`config.mk`:
```
export PLATFORM = sky130hd
export DESIGN_NAME = sha256_chain_core
export DESIGN_NICKNAME = d
export VERILOG_FILES = /design/src/rtl/sha256_pkg.sv /design/src/rtl/sha256_round.sv /design/src/rtl/sha256_chain_core.sv
export SDC_FILE = /design/constraint.sdc
export NUM_CORES = 2
export LEC_CHECK = 0
export CAP_MARGIN = 20
export CORE_MARGIN = 3
export CORE_UTILIZATION = 30
export CTS_CLUSTER_DIAMETER = 120
export CTS_CLUSTER_SIZE = 25
export DETAILED_ROUTE_END_ITERATION = 6
export GPL_ROUTABILITY_DRIVEN = 0
export PLACE_DENSITY = 0.57
export REMOVE_ABC_BUFFERS = 1
export SLEW_MARGIN = 20
export SYNTH_ARGS = -nofsm -noshare
export SYNTH_HDL_FRONTEND = slang
export SYNTH_SLANG_ARGS = --single-unit
```
`constraint.sdc`:
```
create_clock -name clk -period 27.1 [get_ports clk]
set_input_delay 4.065 -clock clk [delete_from_list [all_inputs] [get_ports clk]]
set_output_delay 4.065 -clock clk [all_outputs]
set_load 0.02 [all_outputs]
```
`src/rtl/sha256_pkg.sv`:
```
// +--------------------------------------------------------------------------+
// | sha256_pkg                                                               |
// | SHA-256 constants, IV, bit functions and the core state encoding.        |
// | Revision: 1.0                                                            |
// +--------------------------------------------------------------------------+
`default_nettype none

package sha256_pkg;

  typedef enum logic [1:0] {
    S_IDLE  = 2'd0,
    S_ROUND = 2'd1,
    S_FINAL = 2'd2,
    S_OUT   = 2'd3
  } state_e;

  localparam logic [31:0] c_k [0:63] = '{
    32'h428a2f98, 32'h71374491, 32'hb5c0fbcf, 32'he9b5dba5,
    32'h3956c25b, 32'h59f111f1, 32'h923f82a4, 32'hab1c5ed5,
    32'hd807aa98, 32'h12835b01, 32'h243185be, 32'h550c7dc3,
    32'h72be5d74, 32'h80deb1fe, 32'h9bdc06a7, 32'hc19bf174,
    32'he49b69c1, 32'hefbe4786, 32'h0fc19dc6, 32'h240ca1cc,
    32'h2de92c6f, 32'h4a7484aa, 32'h5cb0a9dc, 32'h76f988da,
    32'h983e5152, 32'ha831c66d, 32'hb00327c8, 32'hbf597fc7,
    32'hc6e00bf3, 32'hd5a79147, 32'h06ca6351, 32'h14292967,
    32'h27b70a85, 32'h2e1b2138, 32'h4d2c6dfc, 32'h53380d13,
    32'h650a7354, 32'h766a0abb, 32'h81c2c92e, 32'h92722c85,
    32'ha2bfe8a1, 32'ha81a664b, 32'hc24b8b70, 32'hc76c51a3,
    32'hd192e819, 32'hd6990624, 32'hf40e3585, 32'h106aa070,
    32'h19a4c116, 32'h1e376c08, 32'h2748774c, 32'h34b0bcb5,
    32'h391c0cb3, 32'h4ed8aa4a, 32'h5b9cca4f, 32'h682e6ff3,
    32'h748f82ee, 32'h78a5636f, 32'h84c87814, 32'h8cc70208,
    32'h90befffa, 32'ha4506ceb, 32'hbef9a3f7, 32'hc67178f2
  };

  // H0 sits in the least significant word, matching the digest port layout.
  localparam logic [255:0] c_iv = {
    32'h5be0cd19, 32'h1f83d9ab, 32'h9b05688c, 32'h510e527f,
    32'ha54ff53a, 32'h3c6ef372, 32'hbb67ae85, 32'h6a09e667
  };

  function automatic logic [31:0] rotr(input logic [31:0] x, input int unsigned n);
    return (x >> n) | (x << (32 - n));
  endfunction

  function automatic logic [31:0] ssig0(input logic [31:0] x);
    return rotr(x, 7) ^ rotr(x, 18) ^ (x >> 3);
  endfunction

  function automatic logic [31:0] ssig1(input logic [31:0] x);
    return rotr(x, 17) ^ rotr(x, 19) ^ (x >> 10);
  endfunction

  function automatic logic [31:0] bsig0(input logic [31:0] x);
    return rotr(x, 2) ^ rotr(x, 13) ^ rotr(x, 22);
  endfunction

  function automatic logic [31:0] bsig1(input logic [31:0] x);
    return rotr(x, 6) ^ rotr(x, 11) ^ rotr(x, 25);
  endfunction

  function automatic logic [31:0] ch(input logic [31:0] x, input logic [31:0] y,
                                     input logic [31:0] z);
    return (x & y) ^ (~x & z);
  endfunction

  function automatic logic [31:0] maj(input logic [31:0] x, input logic [31:0] y,
                                      input logic [31:0] z);
    return (x & y) ^ (x & z) ^ (y & z);
  endfunction

endpackage

`default_nettype wire

```
`src/rtl/sha256_round.sv`:
```
// +--------------------------------------------------------------------------+
// | sha256_round                                                             |
// | One combinational SHA-256 compression round; A is word 0, H is word 7.   |
// | Revision: 1.0                                                            |
// +--------------------------------------------------------------------------+
`default_nettype none

module sha256_round
  import sha256_pkg::*;
(
  input  logic [255:0] st_in,
  input  logic [31:0]  k,
  input  logic [31:0]  w,
  output logic [255:0] st_out
);

  logic [31:0] w_a, w_b, w_c, w_d, w_e, w_f, w_g, w_h;
  logic [31:0] w_t1, w_t2;

  assign w_a = st_in[31:0];
  assign w_b = st_in[63:32];
  assign w_c = st_in[95:64];
  assign w_d = st_in[127:96];
  assign w_e = st_in[159:128];
  assign w_f = st_in[191:160];
  assign w_g = st_in[223:192];
  assign w_h = st_in[255:224];

  assign w_t1 = w_h + bsig1(w_e) + ch(w_e, w_f, w_g) + k + w;
  assign w_t2 = bsig0(w_a) + maj(w_a, w_b, w_c);

  assign st_out = {w_g, w_f, w_e, w_d + w_t1, w_c, w_b, w_a, w_t1 + w_t2};

endmodule

`default_nettype wire

```
`src/rtl/sha256_chain_core.sv`:
```
// +--------------------------------------------------------------------------+
// | sha256_chain_core                                                        |
// | Multi-block SHA-256 compression core, UNROLL rounds per clock.           |
// | Revision: 1.0                                                            |
// +--------------------------------------------------------------------------+
`default_nettype none

module sha256_chain_core
  import sha256_pkg::*;
#(
  parameter int UNROLL  = 1,
  parameter int LAT_OUT = 1
) (
  input  logic         clk,
  input  logic         reset_n,
  input  logic         in_valid,
  output logic         in_ready,
  input  logic [511:0] in_block,
  input  logic         in_first,
  input  logic         in_last,
  input  logic         abort,
  output logic         out_valid,
  input  logic         out_ready,
  output logic [255:0] out_digest,
  output logic         out_last
);

  if (UNROLL != 1 && UNROLL != 2 && UNROLL != 4 && UNROLL != 8) begin : g_bad_unroll
    $error("sha256_chain_core: UNROLL must be 1, 2, 4 or 8");
  end
  if (LAT_OUT != 0 && LAT_OUT != 1) begin : g_bad_lat
    $error("sha256_chain_core: LAT_OUT must be 0 or 1");
  end

  localparam logic [1:0] c_st_idle  = S_IDLE;
  localparam logic [1:0] c_st_round = S_ROUND;
  localparam logic [1:0] c_st_final = S_FINAL;
  localparam logic [1:0] c_st_out   = S_OUT;
  localparam logic [5:0] c_step     = 6'(UNROLL);
  localparam logic [5:0] c_last_cnt = 6'(64 - UNROLL);

  logic [1:0]   r_state;
  logic [5:0]   r_cnt;
  logic         r_phase;
  logic         r_valid;
  logic         r_last;
  logic         r_out_last;
  logic [255:0] r_digest;
  logic [255:0] r_chain;
  logic [255:0] r_work;
  logic [255:0] r_h_init;
  logic [511:0] r_win;

  logic         w_accept;
  logic         w_emit;
  logic [255:0] w_start;
  logic [255:0] w_round_out;
  logic [255:0] w_sum;
  logic [255:0] w_emit_digest;
  logic [511:0] w_win_next;

  // Slides the 16-word window forward by UNROLL, generating the new words.
  function automatic logic [511:0] next_window(input logic [511:0] win);
    logic [31:0]  ext [0:23];
    logic [511:0] res;
    for (int i = 0; i < 16; i++) ext[i] = win[32*i +: 32];
    for (int j = 0; j < 8; j++)
      ext[16+j] = ssig1(ext[14+j]) + ext[9+j] + ssig0(ext[1+j]) + ext[j];
    for (int i = 0; i < 16; i++) res[32*i +: 32] = ext[i+UNROLL];
    return res;
  endfunction

  assign in_ready   = (r_state == c_st_idle) && reset_n;
  assign w_accept   = in_valid && in_ready && !abort;
  assign w_start    = in_first ? c_iv : r_chain;
  assign w_win_next = next_window(r_win);
  assign w_emit     = (r_state == c_st_final) && ((LAT_OUT == 0) || r_phase);

  for (genvar j = 0; j < UNROLL; j++) begin : g_round
    localparam logic [5:0] c_j = 6'(j);
    logic [255:0] w_st_in;
    logic [255:0] w_st_out;
    if (j == 0) begin : g_head
      assign w_st_in = r_work;
    end else begin : g_link
      assign w_st_in = g_round[j-1].w_st_out;
    end
    sha256_round u_round (
      .st_in  (w_st_in),
      .k      (c_k[r_cnt + c_j]),
      .w      (r_win[32*j +: 32]),
      .st_out (w_st_out)
    );
  end
  assign w_round_out = g_round[UNROLL-1].w_st_out;

  always_comb begin
    w_sum = '0;
    for (int i = 0; i < 8; i++)
      w_sum[32*i +: 32] = r_h_init[32*i +: 32] + r_work[32*i +: 32];
  end

  // r_work is frozen throughout FINAL, so sampling the sum every cycle is safe.
  if (LAT_OUT == 1) begin : g_lat_reg
    logic [255:0] r_sum;
    always_ff @(posedge clk) r_sum <= w_sum;
    assign w_emit_digest = r_sum;
  end else begin : g_lat_comb
    assign w_emit_digest = w_sum;
  end

  always_ff @(posedge clk) begin
    if (w_accept) begin
      r_work   <= w_start;
      r_h_init <= w_start;
      r_win    <= in_block;
      r_last   <= in_last;
    end else if (r_state == c_st_round) begin
      r_work <= w_round_out;
      r_win  <= w_win_next;
    end
  end

  always_ff @(posedge clk) begin
    if (!reset_n) begin
      r_state    <= c_st_idle;
      r_cnt      <= '0;
      r_phase    <= 1'b0;
      r_valid    <= 1'b0;
      r_out_last <= 1'b0;
      r_digest   <= '0;
      r_chain    <= c_iv;
    end else if (abort) begin
      r_state <= c_st_idle;
      r_cnt   <= '0;
      r_phase <= 1'b0;
      r_valid <= 1'b0;
      r_chain <= c_iv;
    end else begin
      case (r_state)
        c_st_idle: begin
          if (w_accept) begin
            r_state <= c_st_round;
            r_cnt   <= '0;
            r_phase <= 1'b0;
          end
        end
        c_st_round: begin
          r_cnt <= r_cnt + c_step;
          if (r_cnt == c_last_cnt) r_state <= c_st_final;
        end
        c_st_final: begin
          if (w_emit) begin
            r_digest   <= w_emit_digest;
            r_chain    <= w_emit_digest;
            r_valid    <= 1'b1;
            r_out_last <= r_last;
            r_phase    <= 1'b0;
            r_state    <= c_st_out;
          end else begin
            r_phase <= 1'b1;
          end
        end
        c_st_out: begin
          if (out_ready) begin
            r_valid <= 1'b0;
            r_state <= c_st_idle;
          end
        end
        default: r_state <= c_st_idle;
      endcase
    end
  end

  assign out_valid  = r_valid;
  assign out_digest = r_digest;
  assign out_last   = r_out_last;

endmodule

`default_nettype wire

```
==> results by stage <==
Global route:
- The maximum number of pins on one net before global-route repair is 211.
- For this run the aggregate overflow at the end of global routing stands at 0.
- The wire length of the first global-routing pass is 462.2 mm.
- The via count of the first global-routing pass is between 60000 and 70000.
- The overall track demand over capacity in global routing is 0.1944.
- The number of antenna violations at the first check in global routing is 47.

Floorplanning:
- Measured along the x axis, the die boundary spans 564.7 um.
- The core region is 309900 um2.
- The top-level port count is a little under 800.
- The height of the die is 564.7 um.
- The floorplan die area is 318900 um2.
- The initial utilization of the core area, before any placement, comes to 0.3022.
- The number of placement rows is 204.

Flow run:
- The total of max-cap violations is 0.

Timing:
- Setup repair after global routing left no endpoint under its margin.
- For the pin with the worst max-slew slack, the measured transition is ~1500 ps.
- Summed over all failing endpoints, the final setup total negative slack is 0 ps.
- The number of hold violations in the final report is 0.
- The worst slew margin relative to its limit is 0.02742.
- The number of setup violations in the final report is 0.
- Counting I/O delays and the setup requirement, the final critical path takes 9286 ps.
- Static timing analysis puts the maximum clock frequency at 107.7 MHz.
- The number of pins with negative max-slew slack in the final report is 0.
- The final clock skew is 54.45 ps.
- Dividing the final minimum period by the clock period gives 0.3426.

Yosys:
- The number of warnings issued by yosys is 0.
- The flip-flop and latch count after synthesis is 1804.
- The summed instance area of the synthesized netlist is 93630 um2.
- edfxtp_1 takes more of the synthesized area than any other cell.
- After synthesis, the share of flip-flops with an asynchronous set or reset is 0.
- The register area share after synthesis is 0.4953.
- Synthesis produced 10060 cells.
- Sorting the synthesized cells by area gives the leading types as edfxtp_1, dfxtp_1, nand2_1.
- The count of flip-flops with a built-in enable after synthesis is 1025.
- The average instance area after synthesis is 9.312 um2.
- In the synthesized netlist the dominant register cell turns out to be edfxtp_1.
- The top cell type's share of synthesized area is 0.3287.
- The number of different library cells used by synthesis comes to 92.

Cells and area:
- Counting the fill cells in the layout gives 31910.
- The area growth from synthesis to layout is 15.50%.
- Of the cells placed in the final design, the portion with a size suffix greater than 1 is 0.03939.
- Once layout is complete, the cells apart from fillers number ~15000.
- The cell area after layout is around 110000 um2.
- The utilization after layout is 0.3490.
- The final layout contains roughly 12000 nets.

Route:
- The count of nets left with antenna violations once routing finished came out at 0.
- The number of vias per cell is 4.857.
- The violation count after the first detailed-routing iteration is just over 7000.
- The total number of vias is 71440.
- The routed wire length is 322.0 mm.
- The number of design rule violations left after detail routing is 0.
- After detailed routing, the average wire length per cell comes to approximately 22 um.
- The pre-antenna-repair detailed-routing pass consisted of 7 iterations.

Clock tree:
- The longest clock path from root to sink contains 3 buffers.
- The H-tree depth is 3.
- Post-CTS timing repair inserted 0 buffers for setup.
- The tree is rooted in a clkbuf_16.
- The number of clock buffers added by TritonCTS is 87.
- At the later pin of the worst-skew pair, clock insertion delay measures 760 ps.
- The clock-pin slew on the worst setup and hold paths is 100 ps.
- The clock net in this run drives a total of 1804 sinks.
- The TritonCTS clock tree is built.
- The number of hold buffers added after CTS is 0.
- The number of gates given a new drive strength after cts is 0.

Critical path:
- Counting both buffers and inverters, the worst setup path holds a total of 2.
- The largest single stage delay on the critical path is 650 ps.
- The data arrival time of the critical path is 5220 ps.
- The maximum fanout along the worst path is 35.
- The signal on the critical path passes through buf_6, and2_1, clkdlybuf4s50_1.
- The critical path class is in -> out.
- The kind of cell with the highest combined delay on the critical path is buffers and inverters.
- STA classifies the critical path startpoint as an input pin.
- The slowest stage of the critical path is the clkdlybuf4s50_1 cell.
- STA classifies the critical path endpoint as an output port.
- The critical path data required time is around 23000 ps.

Placement:
- In this run the cell area measured after placement is between 100000 and 150000 um2.
- The count of buffers from port buffering is 777.
- The count of placed standard cells including taps is 14520.
- Detailed placement finished with a half-perimeter wire length of about 240 mm.

Worst hold path:
- The path class of the tightest hold or removal check is reg -> reg.

Run status:
- The flow ran to the end, and the final reports show no timing, DRC or antenna violations.
==> worst paths after layout <==
check                    from                      to  slack [ps]  cells past startpoint
setup / recovery      reset_n                in_ready       17810                      3
hold / removal    r_chain[37]             r_chain[37]         450                      2
setup reg to reg     r_cnt[1]  g_round[0].w_st_in[31]       17870                     32
hold reg to reg   r_chain[37]             r_chain[37]         450                      2
==> cell type report <==
cell class              instances  area, um2  area share
flip-flops and latches       1804      46380      0.4288
multi-input cells            7245      43530      0.4025
clock buffers                 142       2469     0.02283
diodes                         28      70.07   0.0006479
well taps                    4120       5155     0.04766
inverters                     495       1866     0.01725
clock inverters                14      214.0    0.001978
repair buffers                860       8466     0.07828
==> synthesized netlist by cell type, types with 25 or more instances <==
master	number
edfxtp_1	1025
nor2_1	311
o31ai_1	25
buf_1	40
xor2_1	194
o21ai_1	84
dfxtp_1	779
a211oi_1	44
nand2b_1	51
a21boi_0	264
o21a_1	76
o21bai_1	41
a31oi_1	29
nand3_1	195
xnor2_1	375
nand2_1	3250
and3_1	26
ha_1	400
clkbuf_1	471
mux2_2	35
o21ai_0	269
nor2b_1	166
inv_1	490
a21oi_1	469
and2_1	28
nor3_1	76
fa_1	197
or2_2	144
a21o_1	162
==> sequential cells by signal, indices dropped and copies added, names as in the netlist <==
| signal | flops |
|---|---|
| g_lat_reg.r_sum | 256 |
| g_round.w_st_in | 256 |
| out_digest | 256 |
| out_last | 1 |
| out_valid | 1 |
| r_chain | 256 |
| r_cnt | 6 |
| r_h_init | 256 |
| r_last | 1 |
| r_phase | 1 |
| r_state | 2 |
| r_win | 512 |
==> kinds of logic (layout without fill, tap and decap cells) <==
group | Yosys count | after routing | synth area share
AND/OR/NAND/NOR | 4336 | 4336 | 0.1917
flip-flops | 1804 | 1804 | 0.4953
AO/OA/AOI/OAI | 1685 | 1685 | 0.1165
buffers and inverters | 1006 | 1511 | 0.04033
adder cells (fa/ha/maj) | 601 | 601 | 0.09600
XOR/XNOR | 570 | 570 | 0.05340
multiplexers | 53 | 53 | 0.006802
other | 0 | 28 | 0
==> through the flow <==
| step | hold slack [ps] | setup slack [ps] |
|---|---|---|
| floorplan | 431.8 | -39740 |
| global placement | 437.3 | 17810 |
| detailed placement | 441.7 | 17810 |
| CTS | 455.9 | 17810 |
| global route | 469.7 | 17220 |
| finish | 453.6 | 17810 |
==> worst reg2reg max path: cells and delay by family (launching register included) <==
| kind | cells | cell delay [ps] |
|---|---|---|
| flip-flops | 1 | 330 |
| adder cells (fa/ha/maj) | 6 | 2920 |
| XOR/XNOR | 2 | 570 |
| buffers and inverters | 6 | 920 |
| AO/OA/AOI/OAI | 13 | 3130 |
| AND/OR/NAND/NOR | 5 | 1060 |
==> cells in the final DEF, fill, tap and decap left out, types with 162 or more instances in the layout <==
| cell | Yosys | layout |
|---|---|---|
| xnor2_1 | 375 | 375 |
| nor2_1 | 311 | 310 |
| dfxtp_1 | 779 | 776 |
| a21boi_0 | 264 | 264 |
| nand3_1 | 195 | 195 |
| o21ai_0 | 269 | 269 |
| clkdlybuf4s50_1 | 0 | 775 |
| edfxtp_1 | 1025 | 1025 |
| a21o_1 | 162 | 162 |
| a21oi_1 | 469 | 469 |
| ha_1 | 400 | 400 |
| nand2_1 | 3250 | 3248 |
| nor2b_1 | 166 | 165 |
| inv_1 | 490 | 490 |
| fa_1 | 197 | 197 |
| xor2_1 | 194 | 194 |
==> layer usage <==
metal  share of wire  vias to the layer above  GRT usage
met1            0.47                    34380     0.2821
met4           0.033                        8    0.06421
li1                -                    34440          -
met2            0.43                     2277     0.2952
met5         0.00014                        -          0
met3           0.067                      345    0.02824
Power is not shown: default switching activity piles up to over one toggle a cycle in this logic, so the estimate is an artifact.
